[config.mk]
export PLATFORM = sky130hd
export DESIGN_NAME = hazard_unit_v2
export DESIGN_NICKNAME = d
export VERILOG_FILES = /design/src/rtl/hazard_pkg.sv /design/src/rtl/fwd_select.sv /design/src/rtl/hazard_unit_v2.sv
export SDC_FILE = /design/constraint.sdc
export NUM_CORES = 1
export LEC_CHECK = 0
export CAP_MARGIN = 20
export CELL_PAD_IN_SITES_DETAIL_PLACEMENT = 2
export CELL_PAD_IN_SITES_GLOBAL_PLACEMENT = 2
export CORE_MARGIN = 2
export CORE_UTILIZATION = 13
export DETAILED_ROUTE_END_ITERATION = 8
export PLACE_DENSITY_LB_ADDON = 0.05
export SYNTH_ARGS = -nofsm -noshare
export SYNTH_HDL_FRONTEND = slang
export SYNTH_SLANG_ARGS = --single-unit
[constraint.sdc]
create_clock -name clk_i -period 1.4 [get_ports clk_i]
set_input_delay 0.21 -clock clk_i [delete_from_list [all_inputs] [get_ports clk_i]]
set_output_delay 0.21 -clock clk_i [all_outputs]
set_load 0.05 [all_outputs]
[src/rtl/hazard_pkg.sv]
// Shared types for the hazard unit: forward-select codes, FSM states
// and the hard-wired zero register index.
package hazard_pkg;

    typedef enum logic [1:0] {
        FWD_RF = 2'b00,
        FWD_W  = 2'b01,
        FWD_M  = 2'b10
    } fwd_sel_t;

    typedef enum logic {
        RUN      = 1'b0,
        LU_STALL = 1'b1
    } hz_state_t;

    localparam int unsigned REG_X0 = 0;

endpackage

[src/rtl/fwd_select.sv]
// Single-operand forwarding priority encoder: M beats W, x0 never forwards.
module fwd_select
    import hazard_pkg::*;
#(
    parameter int REG_AW = 5
) (
    input  logic [REG_AW-1:0] rs_i,
    input  logic [REG_AW-1:0] rd_m_i,
    input  logic              reg_write_m_i,
    input  logic [REG_AW-1:0] rd_w_i,
    input  logic              reg_write_w_i,
    output fwd_sel_t          sel_o
);

    logic hit_m;
    logic hit_w;

    assign hit_m = reg_write_m_i
                && (rd_m_i != REG_AW'(REG_X0))
                && (rd_m_i == rs_i);
    assign hit_w = reg_write_w_i
                && (rd_w_i != REG_AW'(REG_X0))
                && (rd_w_i == rs_i);

    always_comb begin
        sel_o = FWD_RF;
        if (hit_m) begin
            sel_o = FWD_M;
        end else if (hit_w) begin
            sel_o = FWD_W;
        end
    end

endmodule

[src/rtl/hazard_unit_v2.sv]
// 5-stage pipeline hazard unit: forwarding, load-use stall FSM, branch flush,
// dmem-busy freeze. Define HAZARD_PERF_EN to add stall/flush perf counters.
module hazard_unit_v2
    import hazard_pkg::*;
#(
    parameter int REG_AW   = 5,
    parameter int NUM_SRC  = 2,
    parameter int LOAD_LAT = 1
) (
    input  logic                      clk_i,
    input  logic                      rst_ni,
    input  logic [NUM_SRC*REG_AW-1:0] rs_d_i,
    input  logic [NUM_SRC*REG_AW-1:0] rs_e_i,
    input  logic [REG_AW-1:0]         rd_e_i,
    input  logic                      mem_read_e_i,
    input  logic [REG_AW-1:0]         rd_m_i,
    input  logic                      reg_write_m_i,
    input  logic [REG_AW-1:0]         rd_w_i,
    input  logic                      reg_write_w_i,
    input  logic                      pc_src_e_i,
    input  logic                      dmem_busy_i,
    output logic [NUM_SRC*2-1:0]      fwd_sel_o,
    output logic                      stall_f_o,
    output logic                      stall_d_o,
    output logic                      stall_e_o,
    output logic                      stall_m_o,
    output logic                      flush_d_o,
    output logic                      flush_e_o,
    output logic                      flush_w_o
`ifdef HAZARD_PERF_EN
    ,
    output logic [31:0]               stall_cnt_o,
    output logic [31:0]               flush_cnt_o
`endif
);

    localparam int CW = $clog2(LOAD_LAT + 1);

    hz_state_t     state_q, state_d;
    logic [CW-1:0] cnt_q, cnt_d;
    fwd_sel_t      sel [NUM_SRC];
    logic          rs_hit;
    logic          lu;

    for (genvar k = 0; k < NUM_SRC; k++) begin : g_fwd
        fwd_select #(
            .REG_AW(REG_AW)
        ) u_fwd (
            .rs_i          (rs_e_i[k*REG_AW +: REG_AW]),
            .rd_m_i        (rd_m_i),
            .reg_write_m_i (reg_write_m_i),
            .rd_w_i        (rd_w_i),
            .reg_write_w_i (reg_write_w_i),
            .sel_o         (sel[k])
        );
        assign fwd_sel_o[k*2 +: 2] = rst_ni ? sel[k] : FWD_RF;
    end

    always_comb begin
        rs_hit = 1'b0;
        for (int k = 0; k < NUM_SRC; k++) begin
            if (rs_d_i[k*REG_AW +: REG_AW] == rd_e_i) begin
                rs_hit = 1'b1;
            end
        end
    end

    assign lu = mem_read_e_i
             && (rd_e_i != REG_AW'(REG_X0))
             && rs_hit;

    // Priority: reset, dmem busy (freeze), branch (squash), load-use FSM.
    always_comb begin
        state_d   = state_q;
        cnt_d     = cnt_q;
        stall_f_o = 1'b0;
        stall_d_o = 1'b0;
        stall_e_o = 1'b0;
        stall_m_o = 1'b0;
        flush_d_o = 1'b0;
        flush_e_o = 1'b0;
        flush_w_o = 1'b0;
        if (!rst_ni) begin
            state_d = RUN;
            cnt_d   = '0;
        end else if (dmem_busy_i) begin
            stall_f_o = 1'b1;
            stall_d_o = 1'b1;
            stall_e_o = 1'b1;
            stall_m_o = 1'b1;
            flush_w_o = 1'b1;
        end else if (pc_src_e_i) begin
            flush_d_o = 1'b1;
            flush_e_o = 1'b1;
            state_d   = RUN;
            cnt_d     = '0;
        end else begin
            unique case (state_q)
                RUN: begin
                    if (lu) begin
                        stall_f_o = 1'b1;
                        stall_d_o = 1'b1;
                        flush_e_o = 1'b1;
                        if (LOAD_LAT > 1) begin
                            state_d = LU_STALL;
                            cnt_d   = CW'(LOAD_LAT - 1);
                        end
                    end
                end
                LU_STALL: begin
                    stall_f_o = 1'b1;
                    stall_d_o = 1'b1;
                    flush_e_o = 1'b1;
                    cnt_d     = cnt_q - CW'(1);
                    if (cnt_q == CW'(1)) begin
                        state_d = RUN;
                    end
                end
                default: begin
                    state_d = RUN;
                    cnt_d   = '0;
                end
            endcase
        end
    end

    always_ff @(posedge clk_i or negedge rst_ni) begin
        if (!rst_ni) begin
            state_q <= RUN;
            cnt_q   <= '0;
        end else begin
            state_q <= state_d;
            cnt_q   <= cnt_d;
        end
    end

`ifdef HAZARD_PERF_EN
    logic [31:0] stall_cnt_q;
    logic [31:0] flush_cnt_q;

    always_ff @(posedge clk_i or negedge rst_ni) begin
        if (!rst_ni) begin
            stall_cnt_q <= '0;
            flush_cnt_q <= '0;
        end else begin
            if (stall_d_o) begin
                stall_cnt_q <= stall_cnt_q + 32'd1;
            end
            if (flush_d_o) begin
                flush_cnt_q <= flush_cnt_q + 32'd1;
            end
        end
    end

    assign stall_cnt_o = stall_cnt_q;
    assign flush_cnt_o = flush_cnt_q;
`endif

endmodule

Word-level counts from Yosys, hierarchy flattened
Index checks and enable logic that the tools add are counted.
{ "classes": {"n_addsub": 1, "n_mul": 0, "div": 0, "magnitude_cmp": 0, "n_eq_ne": 8, "shift": 0, "n_mux": 30, "bitwise": 1, "n_reduce_logical": 12} }
{ "op_table": {"columns": ["cell", "n"], "rows": [
  ["$eq A5 B5 Y1", 6],
  ["$mux W1", 25],
  ["$reduce_bool A5 Y1", 3],
  ["$logic_and A1 B1 Y1", 8],
  ["$mux W2", 4],
  ["$ne A3 B1 Y1 const B", 1],
  ["$ne A2 B2 Y1 const B", 1],
  ["$pmux W1 S2", 1],
  ["$reduce_and A2 Y1", 1],
  ["$not A1 Y1", 1],
  ["$sub A1 B1 Y1 const B", 1]
]} }
{ "totals": {"ff_bits": 2, "latch_bits": 0, "ram_bits": 0, "rom_bits": 0, "input_bits": 42, "out_inout_bits": 11, "memories": 0} }

Depth between registers and ports, before layout
{ "logic_depth": {"ltp_word": 9, "ltp_mapped": 5, "mapped_depth_nobuf": 4} }

Cells and area by module
Synthesis repeated with hierarchy kept, for this count alone.
{ "hier_totals": {"hier_cells": 85, "area_unflattened_um2": 649.4} }
{ "by_module_without_submodules": {"columns": ["mod", "instances", "cells_per_inst", "area_per_inst_um2"], "rows": [
  ["hazard_unit_v2", 1, 43, 331.6],
  ["fwd_select", 2, 21, 158.9]
]} }

Worst setup path before layout
No wires, ideal clock.
{ "synth_path": {"path_type": "input -> output", "start": "input rd_m_i[1]", "end": "output fwd_sel_o[0]", "t_arrival_ps": 1916, "setup_slack_ps": -726, "cell_stages": 4, "n_path_buf": 0, "path_cell_list": "or4_4 > o21ai_2 > nor4_1 > nor4_2"} }
{ "synth_via": {"elab_chain_cells": 5} }
{ "synth_lines": {"columns": ["item", "line_no", "text"], "rows": [
  ["start: declaration", "hazard_unit_v2.sv:16", "input logic [REG_AW-1:0] rd_m_i,"],
  ["$reduce_bool A5 Y1", "fwd_select.sv:19", "&& (rd_m_i != REG_AW'(REG_X0))"],
  ["$logic_and A1 B1 Y1", "fwd_select.sv:19", null],
  ["$logic_and A1 B1 Y1 (*)", "fwd_select.sv:20", "&& (rd_m_i == rs_i);"],
  ["$mux W2 (*)", "fwd_select.sv:27", "if (hit_m) begin"],
  ["$mux W2 (*)", "hazard_unit_v2.sv:56", "assign fwd_sel_o[k*2 +: 2] = rst_ni ? sel[k] : FWD_RF;"],
  ["end: declaration", "hazard_unit_v2.sv:22", "output logic [NUM_SRC*2-1:0] fwd_sel_o,"]
]} }
Mark *: on every way between the ends. The rest lies on a longest branch, timed or not.

Worst setup path after layout
{ "layout_path": {"start": "input rd_m_i[3]", "end": "output fwd_sel_o[2]"} }
The elaborated chain is that of the path after synthesis.

==> flow_metrics.tcl <==
set metrics [dict create \
    run_status "complete, but fails checks" \
    violations "negative setup slack" \
    clock-root-buffer "clkbuf_8" \
    tritoncts "yes" \
    place_congestion 0.780 \
    power_frac_clock 0.306 \
    setup_viol 7 \
    p_leak_nw 0.718 \
    skew_ps 0.377 \
    power.net_switching_uw 251 \
    drt_drc_violations_left 0 \
    worst_pin_slew_ps 308 \
    final_min_period_over_clock_period 1.26 \
    wl_per_cell_um 13.0 \
    multi_input_area_um2 686 \
    hold_ws_ps 430 \
    drive_gt1_frac 0.595 \
    swShare 0.344 \
    num-nets-final 197 \
    power_report.internal_total_uw 478 \
    critical_path.endpoint_type "output port" \
    worst_skew_pair.late_latency_ps 210 \
    grt_antenna_before_repair 0 \
    placeableCoreArea_um2 4320 \
    timing.critical_path.from_type "primary input" \
    die_area_um2 4980 \
    rsz_0062_raised_after_global_routing "yes" \
    total_of_flip_flops_plus_latches_after_synthesis 2 \
    crit_fanout 3 \
    grt.overflow.total 0 \
    final.fill_count 490 \
    first_global_vias 970 \
    cts-root-to-sink-buffers 2 \
    ctsHtreeMaxLevel 1 \
    die_height_um 70.5 \
    achievable_freq_mhz 568 \
    syn-instance-count 73 \
    finalWorstPathRequiredPeriod_ps 1760 \
    antenna_violating_nets_post_route 0 \
    synthesis.yosys.warnings 0 \
    setup_ws_ps -359 \
    synth_area_um2 576 \
    synthesized_net_count 115 \
    place.port_buffers 52 \
    antennaDiodeCount 0 \
    sequential_cell_area_um2 50.0 \
    timing.critical_path.required_ps 1190 \
    number_of_max_cap_violations 0 \
    totalWireLength_um 2670 \
    cts_made_buffers 3 \
    clk_pin_slew_worst_paths_ps 30 \
    timing_worst_setup_path_type "in2out" \
    drt-vias-per-instance 4.07 \
    die_w_um 70.5 \
    initial_core_util 0.133 \
    dp_hpwl_um 2420 \
    track_usage 0.111 \
    flow.area_growth_from_synthesis_pct 182 \
    final-hold-violation-count 0 \
    synthesis.area_per_instance_um2 7.88 \
    worstPathArrival_ps 1550 \
    pre_repair_dr_iteration_count 3 \
    routed-via-count 834 \
    dr.first_iter.drc_count 9 \
    grt_pass1_wl_um 4420 \
    top_ports 53 \
    min-delay-path-class "in2reg" \
    synthDistinctLibCells 23 \
    synth_seq_area_share 0.0870 \
    totalPowerFinal_uw 729 \
    clock_sinks 2 \
    slew_violations 0 \
    powerDensity_nw_per_um2 449 \
    grt_max_degree 10 \
    power.share.sequential 0.080 \
    power.share.combinational 0.614 \
    ir_drop_mv 0.171 \
    maxSlewHeadroom 0.793 \
    fp-row-count 24 \
]
==> layout make-up <==
cell class,instances,area share
inverters,2,0.00462
well taps,52,0.0400
repair buffers,80,0.477
flip-flops and latches,2,0.0308
multi-input cells,66,0.422
clock buffers,3,0.0254
==> synth_stat cells <==
cell | n | area [um^2]
xor2_1 | 24 | 210
nor2_1 | 6 | 22.5
xnor2_1 | 6 | 52.6
or4_1 | 4 | 30.0
and2_1 | 3 | 18.8
buf_4 | 3 | 22.5
o21ai_0 | 3 | 15.0
dfrtp_1 | 2 | 50.1
inv_1 | 2 | 7.51
nand2_1 | 2 | 7.51
nand3_1 | 2 | 10.0
nor3_1 | 2 | 10.0
nor4_1 | 2 | 12.5
nor4_2 | 2 | 25.0
o211ai_1 | 2 | 15.0
a21boi_0 | 1 | 7.51
a22oi_1 | 1 | 7.51
nand3b_1 | 1 | 7.51
nor2b_1 | 1 | 6.26
o2111ai_1 | 1 | 8.76
o21ai_2 | 1 | 8.76
o221ai_1 | 1 | 8.76
or4_4 | 1 | 11.3
==> power by group through the flow <==
stage	Combinational [mW]	Clock [mW]	Sequential [mW]
2_1_floorplan	0.160	0	0.0589
3_3_place_gp	0.426	0	0.0589
3_5_place_dp	0.433	0	0.0589
4_1_cts	0.452	0.231	0.0583
5_1_grt	0.481	0.239	0.0583
6_report	0.448	0.223	0.0583
==> per-layer routing <==
layer	wire [um]	share of wire	GRT usage
met5	0	0	0
met4	0	0	0.0252
met2	1580	0.59	0.229
met3	153	0.057	0.0142
met1	943	0.35	0.116
==> per-stage QoR <==
stage / setup slack (ps) / setup TNS (ps) / area, um^2 / cells / util
6_report: -359 / -1850 / 1630 / 205 / 0.376
5_1_grt: -395 / -2130 / 1630 / 205 / 0.376
4_1_cts: -553 / -2200 / 1640 / 202 / 0.380
3_5_place_dp: -755 / -5940 / 1510 / 197 / 0.348
3_3_place_gp: -720 / -5650 / 1510 / 197 / 0.348
2_1_floorplan: -376 / -1060 / 664 / 73 / -
==> timing repair <==
item                       CTS  global route
resized for setup          105            30
hold endpoints to repair     0             2
pin swaps                   33            15
hold buffers                 0             1
buffers inserted             2             2
setup endpoints to repair   11            10
gates cloned                 0             0
==> worst max-delay path: stages <==
cell     delay [ps]
buf_8           100
or4_4           540
o21ai_4         150
buf_4           140
nor4_4           50
nor4_4          180
buf_12          180
==> registers in the layout, indices dropped and copies added (netlist names) <==
| signal | flops |
|---|---|
| cnt_q | 1 |
| state_q | 1 |
==> layout by cell type (no fill, tap or decap), types with 3 or more instances in the layout <==
master	netlist	layout
nor4_4	0	4
buf_2	0	8
clkbuf_8	0	3
xnor2_2	0	4
buf_6	0	8
buf_12	0	11
buf_4	3	23
clkbuf_2	0	9
and2_4	0	3
clkdlybuf4s15_1	0	3
or4_4	1	4
nor2_1	6	6
dlygate4sd2_1	0	12
xor2_1	24	22
==> kinds of logic (layout without fill, tap and decap cells) <==
group	count (synthesis)	after routing	synth area share
xor gates and xnor gates	30	30	0.457
and+or+nand+nor	26	26	0.280
AOI/OAI and AO/OA	10	10	0.124
buffers and inverters	5	85	0.0522
DFF	2	2	0.0870
==> worst paths after layout <==
check | startpoint | end | slack, ps | cells after the start
max reg2reg | state_q$_DFFE_PN0N_ | cnt_q$_DFFE_PN0P_ | 550 | 3
min | rst_ni | cnt_q$_DFFE_PN0P_ | 430 | 3
max | rd_m_i[3] | fwd_sel_o[2] | -360 | 7
min in group asynchronous | rst_ni | state_q$_DFFE_PN0N_ | 520 | 3
min reg2reg | cnt_q$_DFFE_PN0P_ | cnt_q$_DFFE_PN0P_ | 560 | 2
max in group asynchronous | rst_ni | cnt_q$_DFFE_PN0P_ | 750 | 3
No activity file was read; power rests on OpenSTA's default activity.
